==> src/rtl/sequence_pattern_generator.sv <==
// Purpose : serializes a captured pattern MSB-first for a programmable number of repetitions, with optional idle gaps between repetitions.
// Latency : first pattern bit appears on the cycle after the edge that samples start; done pulses one cycle after the last bit.
// Backpressure: none; once a burst starts it runs to completion, abort or reset, and start is ignored (not queued) while busy.
//
// Ports:
//   clock          - single clock, all state changes on the rising edge
//   reset          - synchronous active-high reset, overrides start and abort
//   start          - begin a burst; only looked at while idle
//   abort          - cancel the running burst (no done pulse); ignored while idle
//   pattern_in     - pattern to serialize, captured on start
//   repeat_count   - number of pattern repetitions, captured on start (0 = empty burst)
//   gap_len        - idle cycles between repetitions, captured on start
//   sequence_out   - serial pattern bit, 0 whenever no pattern bit is being sent
//   sequence_valid - high on cycles where sequence_out carries a pattern bit
//   busy           - high in every state except idle
//   done           - one-cycle pulse on normal burst completion

module sequence_pattern_generator #(
    parameter int PATTERN_WIDTH = 4,
    parameter int COUNT_WIDTH   = 4
) (
    input  logic                     clock,
    input  logic                     reset,
    input  logic                     start,
    input  logic                     abort,
    input  logic [PATTERN_WIDTH-1:0] pattern_in,
    input  logic [COUNT_WIDTH-1:0]   repeat_count,
    input  logic [COUNT_WIDTH-1:0]   gap_len,
    output logic                     sequence_out,
    output logic                     sequence_valid,
    output logic                     busy,
    output logic                     done
);

    // A one-bit pattern still needs a one-bit index register.
    localparam int BIT_W = (PATTERN_WIDTH > 1) ? $clog2(PATTERN_WIDTH) : 1;
    localparam logic [BIT_W-1:0]       LAST_BIT = BIT_W'(PATTERN_WIDTH - 1);
    localparam logic [COUNT_WIDTH-1:0] CNT_ZERO = '0;
    localparam logic [COUNT_WIDTH-1:0] CNT_ONE  = COUNT_WIDTH'(1);
    localparam logic [BIT_W-1:0]       IDX_ONE  = BIT_W'(1);

    typedef enum logic [1:0] {
        ST_IDLE  = 2'd0,
        ST_SHIFT = 2'd1,
        ST_GAP   = 2'd2,
        ST_DONE  = 2'd3
    } state_t;

    state_t                   state_q,   state_d;
    logic [PATTERN_WIDTH-1:0] pattern_q, pattern_d;
    logic [COUNT_WIDTH-1:0]   repeat_q,  repeat_d;
    logic [COUNT_WIDTH-1:0]   gap_q,     gap_d;
    logic [COUNT_WIDTH-1:0]   rep_cnt_q, rep_cnt_d;
    logic [COUNT_WIDTH-1:0]   gap_cnt_q, gap_cnt_d;
    logic [BIT_W-1:0]         bit_idx_q, bit_idx_d;

    logic seq_out_q, seq_out_d;
    logic seq_vld_q, seq_vld_d;
    logic busy_q,    busy_d;
    logic done_q,    done_d;

    logic last_bit;
    logic last_rep;
    logic gap_end;

    // ------------------------------------------------------------------
    // Next-state logic
    // ------------------------------------------------------------------
    always_comb begin
        state_d   = state_q;
        pattern_d = pattern_q;
        repeat_d  = repeat_q;
        gap_d     = gap_q;
        rep_cnt_d = rep_cnt_q;
        gap_cnt_d = gap_cnt_q;
        bit_idx_d = bit_idx_q;

        last_bit  = (bit_idx_q == LAST_BIT);
        // rep_cnt_q counts completed repetitions, so the one in flight is
        // the last when it equals repeat_q-1 (repeat_q is never 0 in SHIFT).
        last_rep  = (rep_cnt_q == (repeat_q - CNT_ONE));
        // GAP is only entered with gap_q != 0, so gap_q-1 never wraps here.
        gap_end   = (gap_cnt_q == (gap_q - CNT_ONE));

        unique case (state_q)
            ST_IDLE: begin
                if (start) begin
                    pattern_d = pattern_in;
                    repeat_d  = repeat_count;
                    gap_d     = gap_len;
                    rep_cnt_d = CNT_ZERO;
                    gap_cnt_d = CNT_ZERO;
                    bit_idx_d = '0;
                    state_d   = (repeat_count == CNT_ZERO) ? ST_DONE : ST_SHIFT;
                end
            end

            ST_SHIFT: begin
                if (last_bit) begin
                    bit_idx_d = '0;
                    if (last_rep) begin
                        state_d = ST_DONE;
                    end else begin
                        rep_cnt_d = rep_cnt_q + CNT_ONE;
                        if (gap_q != CNT_ZERO) begin
                            state_d   = ST_GAP;
                            gap_cnt_d = CNT_ZERO;
                        end
                        // gap_q == 0: stay in SHIFT, wrapped index gives
                        // back-to-back repetitions.
                    end
                end else begin
                    bit_idx_d = bit_idx_q + IDX_ONE;
                end
            end

            ST_GAP: begin
                if (gap_end) begin
                    state_d   = ST_SHIFT;
                    gap_cnt_d = CNT_ZERO;
                    bit_idx_d = '0;
                end else begin
                    gap_cnt_d = gap_cnt_q + CNT_ONE;
                end
            end

            ST_DONE: begin
                state_d = ST_IDLE;
            end

            default: begin
                state_d = ST_IDLE;
            end
        endcase

        // Abort wins over everything except reset, but only once a burst
        // is running; in IDLE a simultaneous start takes precedence.
        if (abort && (state_q != ST_IDLE)) begin
            state_d = ST_IDLE;
        end
    end

    // ------------------------------------------------------------------
    // Registered outputs, decoded from the next state so that they line up
    // with the state they describe (first bit one cycle after start).
    // ------------------------------------------------------------------
    always_comb begin
        seq_vld_d = (state_d == ST_SHIFT);
        seq_out_d = seq_vld_d & pattern_d[LAST_BIT - bit_idx_d];
        busy_d    = (state_d != ST_IDLE);
        done_d    = (state_d == ST_DONE);
    end

    // ------------------------------------------------------------------
    // State and output registers
    // ------------------------------------------------------------------
    always_ff @(posedge clock) begin
        if (reset) begin
            state_q   <= ST_IDLE;
            pattern_q <= '0;
            repeat_q  <= '0;
            gap_q     <= '0;
            rep_cnt_q <= '0;
            gap_cnt_q <= '0;
            bit_idx_q <= '0;
            seq_out_q <= 1'b0;
            seq_vld_q <= 1'b0;
            busy_q    <= 1'b0;
            done_q    <= 1'b0;
        end else begin
            state_q   <= state_d;
            pattern_q <= pattern_d;
            repeat_q  <= repeat_d;
            gap_q     <= gap_d;
            rep_cnt_q <= rep_cnt_d;
            gap_cnt_q <= gap_cnt_d;
            bit_idx_q <= bit_idx_d;
            seq_out_q <= seq_out_d;
            seq_vld_q <= seq_vld_d;
            busy_q    <= busy_d;
            done_q    <= done_d;
        end
    end

    assign sequence_out   = seq_out_q;
    assign sequence_valid = seq_vld_q;
    assign busy           = busy_q;
    assign done           = done_q;

endmodule

==> config.mk <==
export PLATFORM = sky130hd
export DESIGN_NAME = sequence_pattern_generator
export DESIGN_NICKNAME = d
export VERILOG_FILES = /design/src/rtl/sequence_pattern_generator.sv
export SDC_FILE = /design/constraint.sdc
export NUM_CORES = 1
export LEC_CHECK = 0
export ABC_CLOCK_PERIOD_IN_PS = 4300
export CAP_MARGIN = 20
export CORE_MARGIN = 10
export CORE_UTILIZATION = 53
export CTS_CLUSTER_SIZE = 40
export DETAILED_ROUTE_END_ITERATION = 10
export GPL_TIMING_DRIVEN = 0
export PLACE_DENSITY = 0.77
export SETUP_SLACK_MARGIN = 0.15
export SKIP_LAST_GASP = 1
export SYNTH_ARGS = -nofsm -noshare
export SYNTH_HDL_FRONTEND = slang
export SYNTH_SLANG_ARGS = --single-unit
==> constraint.sdc <==
create_clock -name clock -period 4.3 [get_ports clock]
set_clock_uncertainty 0.15 [all_clocks]
set_input_delay 0.86 -clock clock [delete_from_list [all_inputs] [get_ports clock]]
set_output_delay 0.86 -clock clock [all_outputs]
set_load 0.005 [all_outputs]
; ---- Yosys cells after proc, flatten, opt, wreduce, memory -nomap -nowiden
; Index checks and enable logic that the tools add are counted.
[op_classes]
bitwise_logic = 1
div = 0
n_addsub = 6
n_shift = 0
eq_ne = 12
mul = 0
n_mux = 25
n_reduce_logical = 11
n_lt_le_gt_ge = 1
[op_table]
columns = operator, count
row1 = two-way mux 4 bit, 9
row2 = two-way mux 2 bit, 10
row3 = one-hot mux 4 bit (3 select lines), 1
row4 = adder 4 x 1 -> 4 bit (second input constant), 2
row5 = equality test 2 bit (second input constant), 4
row6 = equality test 4 bit, 2
row7 = inequality test 2 bit (second input constant), 4
row8 = one-hot mux 2 bit (4 select lines), 1
row9 = one-hot mux 4 bit (2 select lines), 1
row10 = subtractor 4 x 1 -> 4 bit (second input constant), 2
row11 = one-hot mux 2 bit (3 select lines), 1
row12 = nonzero test 2 bit, 3
row13 = AND reduction 5 bit, 1
row14 = equality test 2 x 1 -> 1 bit (second input constant), 2
row15 = logical NOT 4 bit, 1
row16 = AND reduction 4 bit, 1
row17 = nonzero test 4 bit, 1
row18 = less-than comparator 2 x 3 -> 1 bit (second input constant), 1
row19 = nonzero test 3 bit, 1
row20 = adder 2 x 1 -> 2 bit (second input constant), 1
row21 = binary-select mux 1 bit (select 2 bit), 1
row22 = logical NOT 2 bit, 1
row23 = AND reduction 2 bit, 1
row24 = subtractor 2 bit (first input constant), 1
row25 = other kinds (3), 3
[totals]
output_inout_bits = 4
in_bits = 16
word_cells = 67
mem_count = 0
latchBits = 0
mem_bits_ro = 0
ramBits = 0
register_bits = 28

; ---- Logic depth before layout (Yosys ltp)
; Gate-level depths: netlist of run 1.
[logic_depth]
word_depth = 8
mapped_depth = 8
ltp_nobuf = 8

; ---- Worst setup path after synthesis of run 1
; Ideal clock, no wire load.
[synth_timing]
kind = in2reg
from = input port start
to = register seq_out_q, in the netlist sequence_out
stages = 6
arrival_time_ns = 1.915
required_time_ns = 4.034
setup_time_ns = 0.116
n_path_buf = 0
setup_slack_ns = 2.119
cell_sequence = nor3_1 -> a21oi_1 -> a31oi_1 -> mux2i_1 -> a21oi_1 -> o211a_1
[synth_via]
elab_chain_len = 6
word_cells_on_any_way = 12
classes_between = add/sub: 1 / eq/ne: 1 / mux: 9 / bitwise: 1
[synth_rtl]
columns = element, line_no
row1 = start: declaration, 24  ; input logic start,
row2 = two-way mux 2 bit, 87  ; if (start) begin
row3 = one-hot mux 2 bit (3 select lines), 85  ; unique case (state_q)
row4 = subtractor 2 bit, 149  ; seq_out_d = seq_vld_d & pattern_d[LAST_BIT - bit_idx_d];
row5 = binary-select mux 1 bit (select 2 bit), 149
row6 = two-way mux 1 bit (not written as such), 149
row7 = bitwise AND 1 bit *, 149
row8 = end signal: assignment, 178  ; seq_out_q <= seq_out_d;
row9 = end: declaration, 57  ; logic seq_out_q, seq_out_d;
; Mark *: on every way between the ends. The rest lies on a longest branch, timed or not. The select of a mux whose other input is x is not followed.
; A chain may end at the register's enable or synchronous reset.

; ---- Final worst setup path of run 1
; Ends and elaborated chain as after synthesis.

==> impl_metrics.toml, run 1 <==
[power]
power_density_mw_per_mm2 = 313
power.leakage_nw = 0.675
ir_drop_mv = 0.236

[routing]
dr.pass1.iters = 4
vias_per_cell = 5.57
detail-route-antenna-nets = 0
vias = 1237
drt-total-wl_um = 3160
drcViolationCount = 0
drt_iter0_drc = 93
wl_per_cell_um = 14.2

[sta]
worst_pin_slew_ns = 0.520
setup_ws_ns = 1.72
rsz0062_at_grt = "false"
fmax_mhz = 387
hold_viol_final = 0
setup-tns-final_ns = 0
slew_headroom_pct = 65.3
slew_violations = 0
min_period_ns = 2.58
worst_hold_slack_ns = 0.311
layout_worst_path_cycle_share_pct = 60.1
setup_viol = 0

[finish]
final_common_cell = "nand2_1"
n_antenna_cell = 0
final_cells = 222
drive_gt1_share_pct = 9.42
area_growth_pct = 19.1
num-nets-final = 214
utilization_pct = 64.7
final_cell_mix = "nand2_1, dfxtp_1, a21oi_1, clkdlybuf4s50_1, nor2_1"

[critical_path]
worstPathArrival_ns = 2.68
cp-end-kind = "flip-flop"
worstSetupPathType = "input port to flip-flop"
worstPathRequired_ns = 4.40
start_kind = "input port"
worstPathMaxFanout = 6
cpMostUsedCell = "a21oi_1"
cp_cell_sequence = "clkdlybuf4s50_1, nor3_1, a21oi_1, a31oi_1, mux2i_1, a21oi_1, o211a_1"
slowest_stage = "clkdlybuf4s50_1"
critPathBufInv = 1
critical-path-max-stage-delay_ns = 0.49
critPathTopFamily = "compound AO/OA/AOI/OAI gates"

[floorplan]
core_area_mm2 = 0.00271
io_pins = 20
die_area_mm2 = 0.00528
rows = 19
start_util_pct = 54.3
die_h_um = 72.7
die_w_um = 72.7

[placed_design]
io_buffers = 19
place_hpwl_um = 2480
dp_slack_ns = 1.37
place_inst = 218
routabilityCongestion = 0.851

[yosys]
ys_dominant_reg_cell = "dfxtp_1"
yosys.cell_types.count = 43
yosysSeqAreaShare_pct = 38.1
yosys_warnings = 0
synth.cell_area_mm2 = 0.00147
synth_edf_count = 0
synthArstFlopShare_pct = 0
syn_inst = 168
syn_area_per_cell_um2 = 8.76
syn_nets = 190
ys_seq_elements = 28

[clock_network]
clockBufferDepth = 2
clock_latency_ns = 0.33
clk_pin_slew_ns = 0.15
cts_hold_buf = 0
cts_resized = 0
numCtsBuffers = 3
cts_sinks = 28
root_buffer = "clkbuf_4"
htree_levels = 1
post_cts_buffers = 0
cts_tree = "built"

[global_routing]
grt_max_degree = 17
grt_pass1_wl_um = 5510
grt_overflow = 0
grt_pass1_vias = 1220
antenna_found_initial = 0
grt_usage_pct = 12.6

[status]
status = "completed"

[flow_run]
maxCapViolations = 0

[hold_path]
hold_path_class = "flip-flop to flip-flop"
final timing paths:
kind                           startpoint                       to  slack [ns]  cells past startpoint
hold / removal    pattern_q[3]$_SDFF_PP0_  pattern_q[3]$_SDFF_PP0_        0.31                      2
setup / recovery                    start  sequence_out$_SDFF_PP0_        1.72                      7
hold reg to reg   pattern_q[3]$_SDFF_PP0_  pattern_q[3]$_SDFF_PP0_        0.31                      2
setup reg to reg    gap_q[0]$_SDFFE_PP0P_  sequence_out$_SDFF_PP0_        1.97                      8
flip-flops by register name, summed over array words and instances (netlist names):
name            flops
sequence_valid      1
gap_q               4
rep_cnt_q           4
done                1
repeat_q            4
state_q             2
gap_cnt_q           4
sequence_out        1
busy                1
bit_idx_q           2
pattern_q           4
layer usage:
metal	global-route usage, %	up-vias	wire, um
met5	0	-	0
met4	4.43	0	45
met3	2.45	6	122
met2	21.5	24	1570
met1	15.2	579	1420
li1	-	628	-
area by class of cell:
cell class | count | area [um^2]
flip-flops and latches | 28 | 561
repair buffers | 19 | 190
clock inverters | 1 | 30.0
multi-input cells | 127 | 858
inverters | 5 | 18.8
fillers | 229 | 957
plain buffers | 8 | 33.8
well taps | 31 | 38.8
clock buffers | 3 | 22.5
logic make-up after synthesis:
kind of cell / synth area share [%]
muxes: 2.13
xor gates and xnor gates: 9.78
DFF: 38.1
adders and majority gates: 5.10
and+or+nand+nor: 20.7
AOI/OAI and AO/OA: 20.7
buffers and inverters: 3.57
tightest hold or removal path: cells and delay by family, from the launching register on:
family / cells / cell delay [ns]
flip-flops: 1 / 0.34
AND/OR/NAND/NOR: 1 / 0.05
AO/OA/AOI/OAI: 1 / 0.05
power by group:
| group | internal (W) | switching (W) |
|---|---|---|
| Clock | 0.0000943 | 0.0000794 |
| Sequential | 0.000270 | 0.00000786 |
| Combinational | 0.0000482 | 0.0000482 |
cells in the mapped netlist, drive strengths merged, types with 2 or more instances:
cell type  count  share of area, %
buf            3               1.0
mux2i          2               1.4
xor3           2               3.3
o21ai          2              0.68
nor3           9               4.2
nor2b          4               1.7
nor2           9               2.3
a211oi         2               2.2
nand2         29               7.4
ha             6               5.1
clkbuf         5               1.3
dfxtp         28                38
and2           3               1.3
xnor2          8               5.3
o21a           2               1.0
a21o           2               1.0
a311oi         2               1.2
and3           2              0.85
a31oi          3               1.3
xor2           2               1.2
inv            5               1.3
a21oi         20               6.8
nand3          3               1.0
stage by stage:
step,area (um^2),total power (W)
after detailed placement,1700,0.000381
after floorplan,1470,0.000346
after global placement,1700,0.000377
final,1750,0.000548
after CTS,1750,0.000552
after global routing,1750,0.000575
No activity file was read; power rests on OpenSTA's default activity.
==> inputs of run 2 (changes only) <==
--- a/config.mk
+++ b/config.mk
@@ -5,14 +5,14 @@
 export SDC_FILE = /design/constraint.sdc
 export NUM_CORES = 1
 export LEC_CHECK = 0
-export ABC_CLOCK_PERIOD_IN_PS = 4300
+export ABC_CLOCK_PERIOD_IN_PS = 2250
 export CAP_MARGIN = 20
 export CORE_MARGIN = 10
-export CORE_UTILIZATION = 53
+export CORE_UTILIZATION = 48
 export CTS_CLUSTER_SIZE = 40
 export DETAILED_ROUTE_END_ITERATION = 10
 export GPL_TIMING_DRIVEN = 0
-export PLACE_DENSITY = 0.77
+export PLACE_DENSITY = 0.74
 export SETUP_SLACK_MARGIN = 0.15
 export SKIP_LAST_GASP = 1
 export SYNTH_ARGS = -nofsm -noshare
==> constraint.sdc (replaced) <==
create_clock -name clock -period 2.25 [get_ports clock]
set_clock_uncertainty 0.15 [all_clocks]
set_input_delay 0.45 -clock clock [delete_from_list [all_inputs] [get_ports clock]]
set_output_delay 0.45 -clock clock [all_outputs]
set_load 0.005 [all_outputs]
==> run 2 against run 1 <==
Effect of this change:
- via count increased by 5.6%
- sequential power increased by 92%
- largest cell class unchanged
- non-clock buffer count increased by 6
- global-route usage decreased by 0.38 points
- sequential cell count unchanged
- count of clock-buffer cells in the layout unchanged
- register-to-register slack got worse by 1.9 ns
- clock power increased by 17%
- design area increased by 7.8%
- wire length increased by 13%
==> impl_metrics.toml, run 2 (synthesized netlist as in run 1, its figures left out) <==
[floorplan]
die_w_um = 75.4
die_h_um = 75.4
io_pins = 20
core_area_mm2 = 0.00300
rows = 20
die_area_mm2 = 0.00568
start_util_pct = 49.0

[sta]
worst_hold_slack_ns = 0.320
slew_headroom_pct = 62.7
layout_worst_path_cycle_share_pct = 96.1
worst_pin_slew_ns = 0.560
slew_violations = 0
min_period_ns = 2.16
hold_viol_final = 0
rsz0062_at_grt = "true"
setup_viol = 0
fmax_mhz = 463

[critical_path]
critical-path-max-stage-delay_ns = 0.45
r2r_end = "sequence_out$_SDFF_PP0_"
worstPathArrival_ns = 2.29
critPathTopFamily = "compound AO/OA/AOI/OAI gates"
worstSetupPathType = "flip-flop to flip-flop"
reg2reg_slack_ns = 0.09
worstPathMaxFanout = 4
slowest_stage = "xor3_2"
start_kind = "flip-flop"
r2r-start = "gap_cnt_q[2]$_SDFFE_PP0P_"
cp_cell_sequence = "xor3_2, nor3_4, nand2_2, a221oi_4, o221a_1, o211a_1"
cp-end-kind = "flip-flop"
r2r_cells = 6
worstPathRequired_ns = 2.38
critPathBufInv = 0

[global_routing]
grt_usage_pct = 12.2
grt_pass1_wl_um = 5540
grt_max_degree = 15
grt_overflow = 0
grt_pass1_vias = 1238
antenna_found_initial = 0

[finish]
regArea_um2 = 571
fin_area_mm2 = 0.00189
area_growth_pct = 28.4
final_common_cell = "nand2_1"
multi_input_area_um2 = 961
fillers = 260
drive_gt1_share_pct = 23.0
num-nets-final = 220
final_cell_mix = "nand2_1, dfxtp_1, clkdlybuf4s50_1, a21oi_1"
n_antenna_cell = 0

[clock_network]
root_buffer = "clkbuf_4"
cts_hold_buf = 0
clk_pin_slew_ns = 0.14
htree_levels = 1
numCtsBuffers = 3
cts_tree = "built"
clock_latency_ns = 0.32
clockBufferDepth = 2
cts_sinks = 28

[hold_path]
min_from = "pattern_q[0]$_SDFF_PP0_"
hold_path_class = "flip-flop to flip-flop"
hold_path_depth = 2
hold_end = "pattern_q[0]$_SDFF_PP0_"

[routing]
wl_per_cell_um = 15.6
drt_iter0_drc = 116
vias = 1306
vias_per_cell = 5.70
drcViolationCount = 0
drt-total-wl_um = 3580
dr.pass1.iters = 4
detail-route-antenna-nets = 0

[power]
ir_drop_mv = 0.266
combPwrFrac_pct = 23.1
power_density_mw_per_mm2 = 508
power_frac_seq_pct = 55.7
clkPwrFrac_pct = 21.2
swShare_pct = 28.2
p_switching_w = 0.000270
p_int_w = 0.000690
power.leakage_nw = 0.727

[flow_run]
maxCapViolations = 0

[placed_design]
io_buffers = 19
routabilityCongestion = 0.859
place_hpwl_um = 2500
place_area_mm2 = 0.00171

[status]
status = "completed"
## run 2: routing by layer
metal  wire length, um  GRT usage, %  up-vias
met1              1510          14.0      622
li1                  -             -      648
met5                 0             0        -
met3               136          2.34        8
met4                38          3.09        0
met2              1890          22.5       28
## run 2: how the worst max path moves through the flow
stage,slack [ns],cells past startpoint,startpoint,end
after floorplan,0.17,6,gap_cnt_q[2]$_SDFFE_PP0P_,sequence_out$_SDFF_PP0_
after global placement,-0.16,7,start,sequence_out$_SDFF_PP0_
after detailed placement,-0.18,7,start,sequence_out$_SDFF_PP0_
after CTS,0.08,8,gap_q[1]$_SDFFE_PP0P_,sequence_out$_SDFF_PP0_
after global routing,-0.01,8,gap_q[0]$_SDFFE_PP0P_,sequence_out$_SDFF_PP0_
final,0.09,6,gap_cnt_q[2]$_SDFFE_PP0P_,sequence_out$_SDFF_PP0_
## run 2: power by group through the flow
| stage | logic (W) | registers, W | clock network, W |
|---|---|---|---|
| 2_1_floorplan | 0.000122 | 0.000540 | 0 |
| 3_3_place_gp | 0.000180 | 0.000542 | 0 |
| 3_5_place_dp | 0.000185 | 0.000543 | 0 |
| 4_1_cts | 0.000204 | 0.000532 | 0.000207 |
| 5_1_grt | 0.000240 | 0.000538 | 0.000227 |
| 6_report | 0.000221 | 0.000535 | 0.000204 |
## run 2: worst reg2reg max path, stage by stage, from the launching register on
cell and delay (ns):
dfxtp_2 0.38, xor3_2 0.45, nor3_4 0.32, nand2_2 0.14
a221oi_4 0.34, o221a_1 0.22, o211a_1 0.12
## run 2: repair_timing
item | CTS | global route
endpoints found under the setup margin | 7 | 13
gates resized for setup | 9 | 19
setup buffers | 3 | 3
pin swaps | 2 | 7
## run 2: layout make-up
type,count,share of cell area [%]
Buffer,8,1.85
Inverter,5,1.26
Tap cell,33,2.19
Multi-Input combinational cell,127,50.9
Sequential cell,28,30.2
Timing Repair Buffer,25,12.5
Clock buffer,3,1.19
## run 2: per-stage QoR
stage / utilization, % / total power, W / worst slack [ns] / cells / TNS, ns
4_1_cts: 60.0 / 0.000943 / 0.0816 / 226 / 0
6_report: 62.9 / 0.000960 / 0.0886 / 229 / 0
5_1_grt: 62.9 / 0.00100 / -0.00978 / 229 / -0.00978
3_3_place_gp: 57.0 / 0.000723 / -0.156 / 220 / -0.401
2_1_floorplan: - / 0.000663 / 0.172 / 168 / 0
3_5_place_dp: 57.0 / 0.000729 / -0.177 / 220 / -0.841
